$ cat config.mk
export PLATFORM = sky130hd
export DESIGN_NAME = fifo_native_rr_read_scheduler
export DESIGN_NICKNAME = d
export VERILOG_FILES = /design/src/rtl/fifo_native_rr_read_scheduler.sv
export SDC_FILE = /design/constraint.sdc
export NUM_CORES = 1
export LEC_CHECK = 0
export ABC_AREA = 1
export BUFFER_PORTS_ARGS = -buffer_cell sky130_fd_sc_hd__buf_4
export CAP_MARGIN = 40
export CORE_ASPECT_RATIO = 1.2
export CORE_MARGIN = 2
export CORE_UTILIZATION = 59
export DETAILED_ROUTE_END_ITERATION = 10
export PLACE_DENSITY = 0.94
export SYNTH_ARGS = -nofsm -noshare
export SYNTH_HDL_FRONTEND = slang
export SYNTH_SLANG_ARGS = --single-unit
export TNS_END_PERCENT = 30
$ cat constraint.sdc
create_clock -name m_clk -period 3.6 [get_ports m_clk]
set_clock_uncertainty 0.1 [all_clocks]
set_input_delay 0.72 -clock m_clk [delete_from_list [all_inputs] [get_ports m_clk]]
set_output_delay 0.72 -clock m_clk [all_outputs]
set_load 0.05 [all_outputs]
$ cat src/rtl/fifo_native_rr_read_scheduler.sv
// Round-robin burst read scheduler for NUM_CH native FIFOs feeding one
// shared downstream buffer, with credit-based overflow protection.
module fifo_native_rr_read_scheduler #(
  parameter  int NUM_CH           = 4,
  parameter  int DOUT_PIPE_NUMBER = 1,
  parameter  int BUF_DEPTH        = 32,
  parameter  int BURST_LEN        = 8,
  localparam int CH_W             = $clog2(NUM_CH),
  localparam int CNT_W            = $clog2(BUF_DEPTH + 1)
) (
  input  logic              m_clk,
  input  logic              m_rst,
  input  logic [NUM_CH-1:0] fifo_empty,
  output logic [NUM_CH-1:0] fifo_rden,
  output logic              dout_valid,
  output logic [CH_W-1:0]   dout_ch,
  input  logic              buf_s_ready,
  input  logic              m_valid,
  input  logic              m_ready,
  output logic              busy,
  output logic [CNT_W-1:0]  credit_cnt,
  output logic              err
);

  localparam int BEAT_W = $clog2(BURST_LEN + 1);
  localparam int D      = DOUT_PIPE_NUMBER;

  typedef enum logic {ARB, BURST} state_e;

  state_e            state_q;
  logic [CH_W-1:0]   grant_q;
  logic [CH_W-1:0]   last_q;
  logic [BEAT_W-1:0] beat_q;
  logic [CNT_W-1:0]  credit_q;
  logic [CNT_W-1:0]  credit_d;
  logic [D-1:0]      tv_q;
  logic [CH_W-1:0]   tc_q [D];
  logic              err_q;

  logic              found;
  logic [CH_W-1:0]   pick;
  logic [CH_W-1:0]   idx;
  logic              has_credit;
  logic              issue;
  logic              drain;
  logic              underflow;
  logic              last_beat;

  assign has_credit = credit_q < CNT_W'(BUF_DEPTH);
  assign last_beat  = beat_q == BEAT_W'(BURST_LEN - 1);
  assign drain      = m_valid & m_ready;

  always_comb begin
    fifo_rden = '0;
    if (state_q == BURST) begin
      fifo_rden[grant_q] = ~fifo_empty[grant_q] & has_credit;
    end
  end

  assign issue = |fifo_rden;

  // First non-empty channel after the previous grant, wrapping.
  always_comb begin
    found = 1'b0;
    pick  = '0;
    idx   = '0;
    for (int i = 1; i <= NUM_CH; i++) begin
      idx = CH_W'((int'(last_q) + i) % NUM_CH);
      if (!found && !fifo_empty[idx]) begin
        found = 1'b1;
        pick  = idx;
      end
    end
  end

  assign underflow = drain & ~issue & (credit_q == '0);

  always_comb begin
    credit_d = credit_q;
    if (issue & ~drain) begin
      credit_d = credit_q + CNT_W'(1);
    end else if (drain & ~issue & ~underflow) begin
      credit_d = credit_q - CNT_W'(1);
    end
  end

  always_ff @(posedge m_clk or posedge m_rst) begin
    if (m_rst) begin
      state_q  <= ARB;
      grant_q  <= '0;
      last_q   <= CH_W'(NUM_CH - 1);
      beat_q   <= '0;
      credit_q <= '0;
      tv_q     <= '0;
      err_q    <= 1'b0;
      for (int i = 0; i < D; i++) begin
        tc_q[i] <= '0;
      end
    end else begin
      credit_q <= credit_d;
      if ((dout_valid & ~buf_s_ready) | underflow) begin
        err_q <= 1'b1;
      end
      tv_q[0] <= issue;
      tc_q[0] <= grant_q;
      for (int i = 1; i < D; i++) begin
        tv_q[i] <= tv_q[i-1];
        tc_q[i] <= tc_q[i-1];
      end
      unique case (state_q)
        ARB: begin
          if (found) begin
            grant_q <= pick;
            beat_q  <= '0;
            state_q <= BURST;
          end
        end
        BURST: begin
          if (issue) begin
            beat_q <= beat_q + BEAT_W'(1);
          end
          if ((issue & last_beat) | fifo_empty[grant_q]) begin
            state_q <= ARB;
            last_q  <= grant_q;
          end
        end
      endcase
    end
  end

  assign dout_valid = tv_q[D-1];
  assign dout_ch    = tc_q[D-1];
  assign busy       = state_q == BURST;
  assign credit_cnt = credit_q;
  assign err        = err_q;

endmodule
==> results by group <==
Final layout
  – Fill cells: 175
  – Design area: 1540 um^2
  – Share of cells above drive strength 1: 24.1%
  – Area Growth Syn to Fin: 15.5%
  – Antenna cells: 0
  – Nets: 215

Setup path
  – CP Launch Type: register
  – CP cell instances: inv_2 -> nand3_1 -> nand2_1 -> nor2_4 -> o211ai_1 -> nand2_4 -> nand2_4 -> ha_1 -> a21oi_1 -> nand2_1 -> nand2_1 -> nand2_1 -> a21oi_1 -> inv_1 -> nand2_1 -> nand2_1 -> nand2_1 -> nand2_1
  – Critical path type: register to register
  – R2R setup slack: 0.83 ns
  – Critical Path Slowest Stage Cell: dfrtp_1
  – Worst path most repeated cell: nand2_1
  – Crit path required time: 3.69 ns
  – Crit path arrival time: 2.86 ns
  – Reg2Reg Depth: 18
  – Biggest cell delay along the critical path: 0.55 ns
  – Worst setup EP type: register
  – CP Max Fanout: 14

Clock network
  – Clock buffer count from CTS: 3
  – Post-CTS setup buffers: 0
  – H-tree levels: 1
  – Root Driver: clkbuf_4
  – Clock Latency Late Sink: 0.29 ns
  – Longest Clk Path Bufs: 2
  – CTS tree: built
  – Hold-fix buffer count after cts: 0
  – CTS sink cnt: 19
  – Resize count post-CTS: 0
  – Register clock-pin slew on the reported worst setup and hold paths: 0.11 ns

STA
  – Final setup fails: 0
  – Final hold vios: 0
  – RSZ-0062 raised after global routing: no
  – Setup_tns: 0 ns
  – Max Freq: 361 MHz
  – Max-slew violations: 0
  – Final hold slack: 0.413 ns
  – Final Cycle Share: 77.0%
  – Worst slew pin tran: 0.715 ns
  – Slew headroom: 52.3%
  – Tmin final: 2.77 ns

Logic synthesis
  – Synth Instances: 175
  – Post-Synth Adder-Cell Area: 6.20%
  – Post-synthesis compound-gate area fraction: 9.21%
  – Mapped cell area: 1330 um^2
  – Yosys reg bits: 19
  – Synth warn: 0
  – Combinational family with the most area after synthesis: simple AND/OR/NAND/NOR gates
  – Async S/R FF share, synth: 100%
  – XOR/XNOR Fraction of Synth Area: 3.20%
  – Top cell type's share of synthesized area: 32.0%
  – Mux share of post-synthesis cell area: 0%
  – Post-synthesis net count: 190
  – Area contributors post-synth: dfrtp_1 32%, nand2_1 14%, nand3_1 9.0%
  – Yosys top cell by area: dfrtp_1
  – Simple-Gate Fraction of Synth Area: 37.9%
  – Seq/Total Area, Yosys: 35.9%
  – Number of synthesized flops with an enable pin: 0
  – Ys flop type: dfrtp_1
  – Mean Syn Cell Area: 7.61 um^2
  – Synth cell types: 28

Drt
  – DRT antenna net count: 0
  – Vias: 1,232
  – DRT iter0 DRCs: 26
  – 1st-pass router iterations: 4
  – Vias per cell: 5.38
  – Post-DR wirelength/cell: 12.2 um
  – DRC Markers: 0
  – Total Wirelength: 2.80 mm

Status
  – Status: finished clean

Floorplanning
  – Core Area: 2090 um^2
  – Die X: 47.4 um
  – Initial Util: 63.6%
  – Core Rows: 18
  – Num ports: 24
  – Die Y: 56.0 um
  – Die area: 2650 um^2

Global route
  – Initial antenna violation count: 0
  – First-pass GRT wire length: 5.07 mm
  – Largest net degree at the start of global routing: 20
  – Tot GR Track Use: 25.2%
  – Remaining Overflow, GRT: 0
  – Vias in the first global route: 1,233

Placement
  – Global placer's final weighted congestion: 0.816
  – Area after DPL: 1510 um^2
  – Port buffer count: 23
  – Hpwl dp: 2.27 mm

Min path
  – Worst Hold Class: register to register
  – Hold Path Cell Cnt: 2

Run
  – Max_cap viols: 0
==> worst max-delay path, delay by kind of cell, from the launching register on <==
family | cells | cell delay, ns
AND/OR/NAND/NOR | 12 | 1.00
flip-flops | 1 | 0.55
AO/OA/AOI/OAI | 3 | 0.51
adder cells (fa/ha/maj) | 1 | 0.36
buffers and inverters | 2 | 0.14
==> layer usage <==
layer | up-vias | global-route usage [%] | share of wire [%]
li1 | 622 | - | -
met1 | 571 | 29.6 | 40
met2 | 29 | 43.6 | 54
met3 | 10 | 3.90 | 3.4
met4 | 0 | 9.13 | 2.5
met5 | - | 0 | 0
==> per-stage QoR <==
stage,worst slack (ns),utilization (%),std cells
floorplan,0.239,-,175
global placement,0.764,72.2,225
detailed placement,0.660,72.2,225
CTS,0.869,73.4,229
global route,0.484,73.4,229
finish,0.830,73.4,229
==> layout by cell type, fill, tap and decap left out <==
| cell | instances |
|---|---|
| nor2_4 | 3 |
| nand2_1 | 49 |
| dfstp_2 | 2 |
| o21ai_0 | 4 |
| ha_1 | 5 |
| or2_2 | 2 |
| o31ai_1 | 2 |
| xnor2_2 | 1 |
| o211ai_1 | 2 |
| nor4_1 | 2 |
| o21ai_1 | 5 |
| clkbuf_1 | 1 |
| a21oi_2 | 2 |
| nor2_2 | 1 |
| and2_1 | 1 |
| nand2_2 | 2 |
| nand4_1 | 1 |
| fa_1 | 1 |
| inv_2 | 4 |
| nor2_1 | 9 |
| xor2_1 | 3 |
| dfrtp_1 | 17 |
| nor3_1 | 4 |
| a21oi_1 | 6 |
| nand3_1 | 24 |
| inv_1 | 15 |
| clkbuf_4 | 3 |
| nand2_4 | 5 |
| buf_4 | 23 |
==> sequential cells by signal (all words and copies together), names as in the netlist <==
name	count
credit_cnt	6
last_q	2
dout_ch	2
grant_q	2
dout_valid	1
err	1
beat_q	4
busy	1
==> Yosys cell counts, types with 2 or more instances <==
library cell and count:
nand2_4 5, nand2_2 2, nand2_1 49, a21oi_2 2, ha_1 5, inv_1 15, dfrtp_1 17, a21oi_1 6
o31ai_1 2, o211ai_1 2, nor2_4 3, nand3_1 24, o21ai_1 5, xor2_1 3, buf_6 2, inv_2 4
nor2_1 9, nor3_1 4, dfstp_2 2, nor4_1 2, o21ai_0 4, or2_2 2
==> final timing paths <==
check,endpoint,start
max,credit_cnt[5],grant_q[0]
min,err,err
max reg2reg,credit_cnt[5],grant_q[0]
min reg2reg,err,err
max in group asynchronous,beat_q[3],m_rst
min in group asynchronous,credit_cnt[3],m_rst
==> cell families after synthesis <==
logic type / after synthesis
and+or+nand+nor: 103
buffers and inverters: 22
AOI/OAI and AO/OA: 21
DFF: 19
adders and majority gates: 6
xor gates and xnor gates: 4
==> cell type report <==
cell class / instances / area [um^2] / share of cell area [%]
clock buffer: 4 / 26.3 / 1.71
multi-input combinational: 134 / 752 / 48.9
timing repair buffer: 23 / 173 / 11.2
inverter: 19 / 71.3 / 4.64
sequential: 19 / 478 / 31.1
tap: 30 / 37.5 / 2.44
Power is left out: the tool's default activity adds up to more than one toggle a clock period on the data nets, which glitch-free logic cannot reach.
